`config.mk`:
```
export PLATFORM = sky130hd
export DESIGN_NAME = pipe_ctrl_flat
export DESIGN_NICKNAME = d
export VERILOG_FILES = /design/src/rtl/pipe_ctrl_pkg.sv /design/src/rtl/pipe_ctrl_if.sv /design/src/rtl/pipe_ctrl_sat_counter.sv /design/src/rtl/pipe_ctrl.sv /design/src/flat_wrapper.sv
export SDC_FILE = /design/constraint.sdc
export NUM_CORES = 1
export LEC_CHECK = 0
export ABC_AREA = 1
export BUFFER_PORTS_ARGS = -buffer_cell sky130_fd_sc_hd__buf_2
export CORE_UTILIZATION = 40
export CTS_CLUSTER_DIAMETER = 50
export CTS_CLUSTER_SIZE = 12
export DETAILED_ROUTE_END_ITERATION = 8
export SLEW_MARGIN = 10
export SYNTH_ARGS = -nofsm -noshare
export SYNTH_HDL_FRONTEND = slang
export SYNTH_SLANG_ARGS = --single-unit
```
`constraint.sdc`:
```
create_clock -name clk -period 1.7 [get_ports clk]
set_clock_uncertainty 0.05 [all_clocks]
set_input_delay 0.085 -clock clk [delete_from_list [all_inputs] [get_ports clk]]
set_output_delay 0.085 -clock clk [all_outputs]
set_load 0.005 [all_outputs]
```
`src/rtl/pipe_ctrl_pkg.sv`:
```
// Shared Y86-64 encodings and controller state type for the pipeline hazard controller.
package pipe_ctrl_pkg;

   localparam logic [3:0] IHALT   = 4'h0;
   localparam logic [3:0] INOP    = 4'h1;
   localparam logic [3:0] IMRMOVQ = 4'h5;
   localparam logic [3:0] IOPQ    = 4'h6;
   localparam logic [3:0] IJXX    = 4'h7;
   localparam logic [3:0] IRET    = 4'h9;
   localparam logic [3:0] IPOPQ   = 4'hB;

   localparam logic [3:0] RNONE   = 4'hF;

   localparam logic [2:0] SAOK    = 3'd1;
   localparam logic [2:0] SHLT    = 3'd2;
   localparam logic [2:0] SADR    = 3'd3;
   localparam logic [2:0] SINS    = 3'd4;

   typedef enum logic [1:0] {
      ST_RUN       = 2'd0,
      ST_RET_DRAIN = 2'd1,
      ST_HALTED    = 2'd2
   } ctrl_state_e;

   // Any status that must stop the machine once it reaches that stage.
   function automatic logic is_exc(input logic [2:0] stat);
      return (stat == SADR) || (stat == SINS) || (stat == SHLT);
   endfunction

endpackage

```
`src/rtl/pipe_ctrl_if.sv`:
```
// Pipeline <-> hazard controller bundle: stage status in, register controls and counters out.
interface pipe_ctrl_if #(
   parameter int CNT_W = 32
);
   logic [3:0]       D_icode;
   logic [3:0]       E_icode;
   logic [3:0]       E_dstM;
   logic [3:0]       d_srcA;
   logic [3:0]       d_srcB;
   logic             e_Cnd;
   logic [2:0]       m_stat;
   logic [2:0]       W_stat;
   logic [3:0]       W_icode;

   logic             F_stall;
   logic             D_stall;
   logic             D_bubble;
   logic             E_bubble;
   logic             M_bubble;
   logic             W_stall;
   logic             set_cc_en;
   logic             halted;
   logic [CNT_W-1:0] cyc_cnt;
   logic [CNT_W-1:0] ret_instr_cnt;
   logic [CNT_W-1:0] lu_cnt;
   logic [CNT_W-1:0] mp_cnt;
   logic [CNT_W-1:0] ret_cnt;

   modport master (
      output D_icode, E_icode, E_dstM, d_srcA, d_srcB, e_Cnd, m_stat, W_stat, W_icode,
      input  F_stall, D_stall, D_bubble, E_bubble, M_bubble, W_stall, set_cc_en, halted,
      input  cyc_cnt, ret_instr_cnt, lu_cnt, mp_cnt, ret_cnt
   );

   modport slave (
      input  D_icode, E_icode, E_dstM, d_srcA, d_srcB, e_Cnd, m_stat, W_stat, W_icode,
      output F_stall, D_stall, D_bubble, E_bubble, M_bubble, W_stall, set_cc_en, halted,
      output cyc_cnt, ret_instr_cnt, lu_cnt, mp_cnt, ret_cnt
   );

endinterface

```
`src/rtl/pipe_ctrl_sat_counter.sv`:
```
// Event counter that increments by one and sticks at all-ones.
module pipe_ctrl_sat_counter #(
   parameter int W = 32
) (
   input  logic         clk,
   input  logic         rst_n,
   input  logic         inc_i,
   output logic [W-1:0] cnt_o
);

   logic [W-1:0] cnt_q;
   logic [W-1:0] cnt_d;

   always_comb begin
      cnt_d = cnt_q;
      if (inc_i && (cnt_q != '1)) begin
         cnt_d = cnt_q + 1'b1;
      end
   end

   always_ff @(posedge clk or negedge rst_n) begin
      if (!rst_n) begin
         cnt_q <= '0;
      end else begin
         cnt_q <= cnt_d;
      end
   end

   assign cnt_o = cnt_q;

endmodule

```
`src/rtl/pipe_ctrl.sv`:
```
// Y86-64 hazard/sequencing controller: stall/bubble generation, ret drain and halt FSM, perf counters.
module pipe_ctrl
   import pipe_ctrl_pkg::*;
#(
   parameter int CNT_W     = 32,
   parameter int RET_STALL = 3
) (
   input logic        clk,
   input logic        rst_n,
   pipe_ctrl_if.slave bus
);

   localparam int DRAIN_W = (RET_STALL > 2) ? $clog2(RET_STALL) : 1;
   localparam logic [DRAIN_W-1:0] DRAIN_INIT = DRAIN_W'(RET_STALL - 1);
   localparam logic [DRAIN_W-1:0] DRAIN_LAST = DRAIN_W'(1);

   ctrl_state_e        state_q, state_d;
   logic [DRAIN_W-1:0] drain_q, drain_d;

   logic lu, mp, mexc, wexc, d_is_ret, e_is_opq;
   logic f_stall, d_stall, d_bubble, e_bubble, m_bubble, w_stall, cc_en, halt;
   logic ret_entry;

   assign lu = ((bus.E_icode == IMRMOVQ) || (bus.E_icode == IPOPQ)) &&
               (bus.E_dstM != RNONE) &&
               ((bus.E_dstM == bus.d_srcA) || (bus.E_dstM == bus.d_srcB));
   assign mp       = (bus.E_icode == IJXX) && !bus.e_Cnd;
   assign mexc     = is_exc(bus.m_stat);
   assign wexc     = is_exc(bus.W_stat);
   assign d_is_ret = (bus.D_icode == IRET);
   assign e_is_opq = (bus.E_icode == IOPQ);

   always_comb begin
      state_d   = state_q;
      drain_d   = drain_q;
      ret_entry = 1'b0;
      f_stall   = 1'b0;
      d_stall   = 1'b0;
      d_bubble  = 1'b0;
      e_bubble  = 1'b0;
      m_bubble  = 1'b0;
      w_stall   = 1'b0;
      cc_en     = 1'b0;
      halt      = 1'b0;

      unique case (state_q)
         ST_RUN: begin
            // A mispredict squashes D, so it beats a load-use hold of D.
            f_stall  = lu || d_is_ret;
            d_stall  = lu && !mp;
            d_bubble = mp || (!lu && d_is_ret);
            e_bubble = mp || lu;
            m_bubble = mexc || wexc;
            w_stall  = wexc;
            cc_en    = e_is_opq && !mexc && !wexc;
            if (wexc) begin
               state_d = ST_HALTED;
            end else if (d_is_ret && !lu && !mp) begin
               state_d   = ST_RET_DRAIN;
               drain_d   = DRAIN_INIT;
               ret_entry = 1'b1;
            end
         end

         ST_RET_DRAIN: begin
            f_stall  = 1'b1;
            d_bubble = 1'b1;
            m_bubble = mexc || wexc;
            w_stall  = wexc;
            cc_en    = e_is_opq && !mexc && !wexc;
            drain_d  = drain_q - 1'b1;
            if (wexc) begin
               state_d = ST_HALTED;
               drain_d = '0;
            end else if (drain_q == DRAIN_LAST) begin
               state_d = ST_RUN;
            end
         end

         ST_HALTED: begin
            f_stall  = 1'b1;
            d_stall  = 1'b1;
            w_stall  = 1'b1;
            e_bubble = 1'b1;
            m_bubble = 1'b1;
            halt     = 1'b1;
         end

         default: begin
            state_d = ST_RUN;
            drain_d = '0;
         end
      endcase

      // Outputs are combinational, so the reset pattern must be forced here too.
      if (!rst_n) begin
         f_stall  = 1'b1;
         d_stall  = 1'b0;
         d_bubble = 1'b1;
         e_bubble = 1'b1;
         m_bubble = 1'b1;
         w_stall  = 1'b0;
         cc_en    = 1'b0;
         halt     = 1'b0;
      end
   end

   always_ff @(posedge clk or negedge rst_n) begin
      if (!rst_n) begin
         state_q <= ST_RUN;
         drain_q <= '0;
      end else begin
         state_q <= state_d;
         drain_q <= drain_d;
      end
   end

   assign bus.F_stall   = f_stall;
   assign bus.D_stall   = d_stall;
   assign bus.D_bubble  = d_bubble;
   assign bus.E_bubble  = e_bubble;
   assign bus.M_bubble  = m_bubble;
   assign bus.W_stall   = w_stall;
   assign bus.set_cc_en = cc_en;
   assign bus.halted    = halt;

   logic cyc_inc, ri_inc, lu_inc, mp_inc;

   assign cyc_inc = (state_q != ST_HALTED);
   assign ri_inc  = (bus.W_stat == SAOK) && (bus.W_icode != INOP) && !w_stall;
   assign lu_inc  = (state_q == ST_RUN) && lu;
   assign mp_inc  = (state_q == ST_RUN) && mp;

   pipe_ctrl_sat_counter #(.W(CNT_W)) u_cyc_cnt (
      .clk(clk), .rst_n(rst_n), .inc_i(cyc_inc), .cnt_o(bus.cyc_cnt)
   );

   pipe_ctrl_sat_counter #(.W(CNT_W)) u_ret_instr_cnt (
      .clk(clk), .rst_n(rst_n), .inc_i(ri_inc), .cnt_o(bus.ret_instr_cnt)
   );

   pipe_ctrl_sat_counter #(.W(CNT_W)) u_lu_cnt (
      .clk(clk), .rst_n(rst_n), .inc_i(lu_inc), .cnt_o(bus.lu_cnt)
   );

   pipe_ctrl_sat_counter #(.W(CNT_W)) u_mp_cnt (
      .clk(clk), .rst_n(rst_n), .inc_i(mp_inc), .cnt_o(bus.mp_cnt)
   );

   pipe_ctrl_sat_counter #(.W(CNT_W)) u_ret_cnt (
      .clk(clk), .rst_n(rst_n), .inc_i(ret_entry), .cnt_o(bus.ret_cnt)
   );

endmodule

```
`src/flat_wrapper.sv`:
```
// flat-port wrapper written by rule: the top's interface ports become plain ports
module pipe_ctrl_flat import pipe_ctrl_pkg::*;
#(
   parameter int CNT_W     = 32,
   parameter int RET_STALL = 3
)
  (clk, rst_n, bus_D_icode, bus_E_icode, bus_E_dstM, bus_d_srcA, bus_d_srcB, bus_e_Cnd, bus_m_stat, bus_W_stat, bus_W_icode, bus_F_stall, bus_D_stall, bus_D_bubble, bus_E_bubble, bus_M_bubble, bus_W_stall, bus_set_cc_en, bus_halted, bus_cyc_cnt, bus_ret_instr_cnt, bus_lu_cnt, bus_mp_cnt, bus_ret_cnt);
  pipe_ctrl_if #(.CNT_W(CNT_W)) bus_i ();
  input logic clk;
  input logic rst_n;
  input wire logic [$bits(bus_i.D_icode)-1:0] bus_D_icode;
  input wire logic [$bits(bus_i.E_icode)-1:0] bus_E_icode;
  input wire logic [$bits(bus_i.E_dstM)-1:0] bus_E_dstM;
  input wire logic [$bits(bus_i.d_srcA)-1:0] bus_d_srcA;
  input wire logic [$bits(bus_i.d_srcB)-1:0] bus_d_srcB;
  input wire logic [$bits(bus_i.e_Cnd)-1:0] bus_e_Cnd;
  input wire logic [$bits(bus_i.m_stat)-1:0] bus_m_stat;
  input wire logic [$bits(bus_i.W_stat)-1:0] bus_W_stat;
  input wire logic [$bits(bus_i.W_icode)-1:0] bus_W_icode;
  output wire logic [$bits(bus_i.F_stall)-1:0] bus_F_stall;
  output wire logic [$bits(bus_i.D_stall)-1:0] bus_D_stall;
  output wire logic [$bits(bus_i.D_bubble)-1:0] bus_D_bubble;
  output wire logic [$bits(bus_i.E_bubble)-1:0] bus_E_bubble;
  output wire logic [$bits(bus_i.M_bubble)-1:0] bus_M_bubble;
  output wire logic [$bits(bus_i.W_stall)-1:0] bus_W_stall;
  output wire logic [$bits(bus_i.set_cc_en)-1:0] bus_set_cc_en;
  output wire logic [$bits(bus_i.halted)-1:0] bus_halted;
  output wire logic [$bits(bus_i.cyc_cnt)-1:0] bus_cyc_cnt;
  output wire logic [$bits(bus_i.ret_instr_cnt)-1:0] bus_ret_instr_cnt;
  output wire logic [$bits(bus_i.lu_cnt)-1:0] bus_lu_cnt;
  output wire logic [$bits(bus_i.mp_cnt)-1:0] bus_mp_cnt;
  output wire logic [$bits(bus_i.ret_cnt)-1:0] bus_ret_cnt;
  assign bus_i.D_icode = bus_D_icode;
  assign bus_i.E_icode = bus_E_icode;
  assign bus_i.E_dstM = bus_E_dstM;
  assign bus_i.d_srcA = bus_d_srcA;
  assign bus_i.d_srcB = bus_d_srcB;
  assign bus_i.e_Cnd = bus_e_Cnd;
  assign bus_i.m_stat = bus_m_stat;
  assign bus_i.W_stat = bus_W_stat;
  assign bus_i.W_icode = bus_W_icode;
  assign bus_F_stall = bus_i.F_stall;
  assign bus_D_stall = bus_i.D_stall;
  assign bus_D_bubble = bus_i.D_bubble;
  assign bus_E_bubble = bus_i.E_bubble;
  assign bus_M_bubble = bus_i.M_bubble;
  assign bus_W_stall = bus_i.W_stall;
  assign bus_set_cc_en = bus_i.set_cc_en;
  assign bus_halted = bus_i.halted;
  assign bus_cyc_cnt = bus_i.cyc_cnt;
  assign bus_ret_instr_cnt = bus_i.ret_instr_cnt;
  assign bus_lu_cnt = bus_i.lu_cnt;
  assign bus_mp_cnt = bus_i.mp_cnt;
  assign bus_ret_cnt = bus_i.ret_cnt;
  pipe_ctrl #(.CNT_W(CNT_W), .RET_STALL(RET_STALL)) u_core (.clk(clk), .rst_n(rst_n), .bus(bus_i));
endmodule
```
# == Yosys cells after proc, flatten, opt, wreduce, memory -nomap -nowiden ==
# Index checks and enable logic that the tools add are counted.
# op_classes
eq_ne,29
muxes,28
bitwise,1
n_reduce_logical,38
add_sub_neg,6
# ops
operator,count
$add 32x1->32 const B,5
$ne 32x32->1 const B,5
$logic_and 1x1->1,17
$mux 2,7
$mux 1,13
$eq 3x2->1 const B,4
$eq 4x3->1 const B,3
$pmux 1 s2,6
$pmux 2 s3,2
$logic_or 1x1->1,10
$eq 4x4->1,2
$eq 4x4->1 const B,2
$eq 3x3->1 const B,2
$logic_not 1->1,6
$ne 3x1->1 const B,2
$reduce_and 3->1,2
$eq 2x1->1 const B,2
$ne 2x2->1 const B,2
$ne 4x1->1 const B,1
$ne 4x4->1 const B,1
$reduce_or 2->1,2
$eq 3x1->1 const B,1
$eq 2x2->1 const B,1
$logic_not 2->1,1
other kinds (3),3
# totals
out_inout_bits,168
regBits,164

# == Depth between registers and ports, before layout ==
# depth
ltp_word,11
ltp_mapped,13
mapped_depth_nobuf,12

# == Cells and area by module ==
# From an unflattened synthesis, not the netlist that was laid out.
# unflattened
cells_unflattened,1799
hier_area_um2,11653.7
# by_module_without_submodules
mod,seq_area_each_um2,cells_per_inst,area_per_inst_um2,n_inst
pipe_ctrl_sat_counter at u_core.u_cyc_cnt ...,800.8,333,2190.9,4
pipe_ctrl_sat_counter at u_core.u_mp_cnt,800.8,329,2140.8,1
pipe_ctrl,100.1,138,749.5,1

# == Worst setup path after synthesis ==
# OpenSTA, ideal clock, no wires.
# synth_timing
path_kind,reg-to-reg
startpoint,"register u_core.u_ret_cnt.cnt_q[0], in the netlist u_core.u_ret_cnt.cnt_o[0]"
endpoint,"register u_core.u_ret_cnt.cnt_q[13], in the netlist u_core.u_ret_cnt.cnt_o[13]"
setup_slack_ps,-142
stages_incl_launch_ff,12
path_buffers,1
period_less_slack_ps,1842
t_arrival_ps,1674
t_required_ps,1533
cell_sequence,dfrtp_1 -> ha_1 -> nand3_2 -> nor2_1 -> nand3_1 -> nor2_1 -> nand3_1 -> nor2_2 -> nor2_2 -> clkbuf_8 -> nand2_1 -> nand2_1
# synth_between
elab_chain_cells,2
# synth_lines
item,line_no,text
"start, declared",pipe_ctrl_sat_counter.sv:11,logic [W-1:0] cnt_q;
"start signal, assigned",pipe_ctrl_sat_counter.sv:25,cnt_q <= cnt_d;
"parallel branches: the longest is 2 deep, another holds $add 32x1->32",-,
# Parallel ways; which one is timed is not known.
# A chain may end at the register's enable or synchronous reset.

# == Final worst setup path ==
# layout_timing
startpoint,"register u_core.u_mp_cnt.cnt_q[0], in the netlist u_core.u_mp_cnt.cnt_o[0]"
endpoint,"register u_core.u_mp_cnt.cnt_q[10], in the netlist u_core.u_mp_cnt.cnt_o[10]"
# layout_between
elab_chain_cells,2
# layout_lines
item,line_no
"start, declared",pipe_ctrl_sat_counter.sv:11
"start signal, assigned",pipe_ctrl_sat_counter.sv:25
"parallel branches: the longest is 2 deep, another holds $add 32x1->32",-
# Parallel ways; which one is timed is not known.

==> run summary <==
final-stage net count = 2091
max cap viols = 0
antenna-violating nets left = 0
CP required = 1970 ps
total grt overflow = 0
# DRC = 0
startpoint types = flip-flop
mux cell area share after synthesis = 0%
Pleak = 0.008938 uW
Netlist cell types = 33
IO Count = 201
clock tree sinks = 164
Post-Syn Instances = 1479
Slew headroom = 53.65%
clock latency on the worst-skew pair = 430 ps
area post-placement = 14030 um2
Synth Area in Compound Gates = 4.878%
Fin Setup TNS = -9756 ps
final period utilization = 109.4%
adder-cell share of the synthesized area = 1.193%
DR vias/cell = 5.034
number of I/O port buffers = 200
Crit path arrival time = 2130 ps
drt wl/cell = 15.58 um
kind of critical path = flip-flop to flip-flop
first-pass GRT wire length = 55290 um
Syn Area/Cell = 7.094 um2
layout cells sized above 1 = 45.22%
minimum clock period = 1861 ps
Synth Area in Simple Gates = 36.41%
initial antenna violation count = 0
# diodes = 0
final setup violating endpoints = 122
YS warnings = 0
main combinational cell family by area after synthesis = simple AND/OR/NAND/NOR gates
Critical Path Fanout Max = 10
mapped cell area = 10490 um2
starting DRC count in detailed routing = 940
Setup crit end kind = flip-flop
top cell type's share of synthesized area = 39.12%
R2R setup slack = -160 ps
GRT Resource Usage Total = 26.09%
DRT Wirelength = 37260 um
failing checks = setup timing
chip height = 164.0 um
Inserted Clock Buffers = 17
Vias = 12040
worst r2r src = u_core.u_mp_cnt.cnt_o[0]
number of detailed-route iterations in the first pass = 6
power per cell area = 983.4 nW/um2
Die Area = 26880 um2
Hold WC Path Type = primary input to async pin
area leader, netlist = dfrtp_1
clock root buffer = clkbuf_16
Core Area = 25470 um2
Synth area leaders = dfrtp_1, nand2_1, xor2_1
area grow syn2layout = 63.41%
register area share after synthesis = 39.12%
number of H-tree levels = 4
dpl hpwl = 25180 um
Fmax achieved = 0.5375 GHz
Design Area, Final = 17140 um2
Clock Pin Slew Worst Setup and Hold Paths = 80 ps
Worst Tran Pin Value = 695.2 ps
die extent in x = 164.0 um
CTS tree = yes
total power = 16860 uW
Reg2Reg Capture Point = u_core.u_mp_cnt.cnt_o[10]
final core occ = 67.31%
#FFs+latches synth = 164
cells on worst reg2reg path = 11
status = finished with violations
Site Rows = 58
vias in the first global route = 11090
count of pins over their slew limit = 0
Setup crit start = u_core.u_mp_cnt.cnt_o[0]
Final WS setup = -160.6 ps
RSZ-0062 raised after global routing = true
Peak VDD IR = 777.1 uV
Initial Utilization = 41.19%
largest net degree at the start of global routing = 126
post-synthesis xor/xnor area fraction = 10.94%
GP Congestion = 0.9103
syn nets = 1522
CTS Buffer Depth = 2
WHS = 64.21 ps
Hold Fails Final Rpt = 0
[power breakdown]
part | internal [uW] | switching (uW)
clock network | 1990 | 1800
registers | 4670 | 652
logic | 3810 | 3940
[Yosys cell counts]
library cell  number
nand3_2            1
inv_4              1
buf_4              5
a21oi_2            1
nand2_4            2
xnor2_1           33
nand2_1          542
nand4_1           38
buf_2              7
nand3_1           62
clkbuf_8           1
o21ai_2           21
nand2_2            5
nor2_1           151
o2111ai_1          1
and3_1             1
inv_1            154
nor4_1             3
nor2_2             6
dfrtp_1          164
nor3_1            83
clkbuf_1           3
o21ai_0           41
o21bai_1           1
nor3_2             4
nand3b_1          11
xor2_1            98
ha_1              10
a21boi_0           1
buf_6              9
a21oi_1            2
o21ai_1           16
and2_1             1
[stage by stage]
step                instances  worst slack, ps
floorplan                1479           -26.95
global placement         2269           -87.62
detailed placement       2269           -139.4
CTS                      2338           -149.5
global route             2391           -274.5
finish                   2391           -160.6
[flip-flops by register name, summed over array words and instances, names as in the netlist]
name / cells
u_core.u_ret_instr_cnt.cnt_o: 32
u_core.state_q: 2
u_core.u_cyc_cnt.cnt_o: 32
u_core.drain_q: 2
u_core.u_mp_cnt.cnt_o: 32
u_core.u_ret_cnt.cnt_o: 32
u_core.u_lu_cnt.cnt_o: 32
[area by class of cell]
| cell class | instances | area [um2] |
|---|---|---|
| flip-flops and latches | 164 | 4109 |
| inverters | 155 | 629.4 |
| well taps | 330 | 412.9 |
| clock buffers | 21 | 460.4 |
| repair inverters | 2 | 17.52 |
| repair buffers | 571 | 4352 |
| multi-input cells | 1137 | 7073 |
| fillers | 2115 | 8328 |
| clock inverters | 11 | 90.09 |
[critical path, cell delays in order, from the launching register on]
cell and delay [ps]:
dfrtp_1 410, ha_4 170, nand3_4 100, inv_4 80, nand2_4 50, nor2_4 130, nand4_1 150, nand2_4 180
clkinv_8 120, buf_12 170, nand4_1 80, nand2_1 50
[cell usage in the layout, fill, tap and decap left out, types with 12 or more instances in the layout]
cell	instances
dfrtp_1	160
nor2_1	104
xor2_1	92
nor2_2	26
nand2_4	49
xnor2_1	27
o21ai_0	12
buf_2	198
nand4_1	38
nand2_2	80
o21ai_2	47
buf_6	30
o21ai_1	19
nor3_1	52
nand3_1	47
inv_6	12
buf_12	16
nor2_4	27
nor3_2	27
clkbuf_16	25
nand2_1	419
buf_4	309
inv_1	138
[metal layers]
layer  up-vias  track usage (%)  part of all wire [%]
li1       5815                -                     -
met1      5738            35.69                    44
met2       416            42.82                    49
met3        67            3.535                   4.9
met4         0            7.744                   2.2
met5         -                0                     0
[worst max-delay path by stage]
stage                                             to  slack [ps]  cells after the start
after floorplan            u_core.u_mp_cnt.cnt_o[28]         -30                      8
after global placement     u_core.u_mp_cnt.cnt_o[14]         -90                     11
after detailed placement   u_core.u_ret_cnt.cnt_o[0]        -140                     10
after CTS                  u_core.u_cyc_cnt.cnt_o[5]        -150                     13
after global routing      u_core.u_cyc_cnt.cnt_o[28]        -270                     11
final                      u_core.u_mp_cnt.cnt_o[10]        -160                     11
[cells by family (layout without fill, tap and decap cells)]
kind of cell | Yosys count | count (layout)
buf+inv | 180 | 760
compound gates | 84 | 84
flops | 164 | 164
simple gates | 910 | 912
xor+xnor | 131 | 131
fa+ha+maj | 10 | 10
[timing repair]
item                                   in CTS  in global routing
gates resized for setup                   132                333
pin swaps                                  31                 83
endpoints found under the hold margin     164                  0
setup buffers                              24                 47
gates cloned                               11                 12
hold buffers                                2                  0
setup endpoints to repair                 132                164
Note: power is estimated with default switching activity, not from simulation.
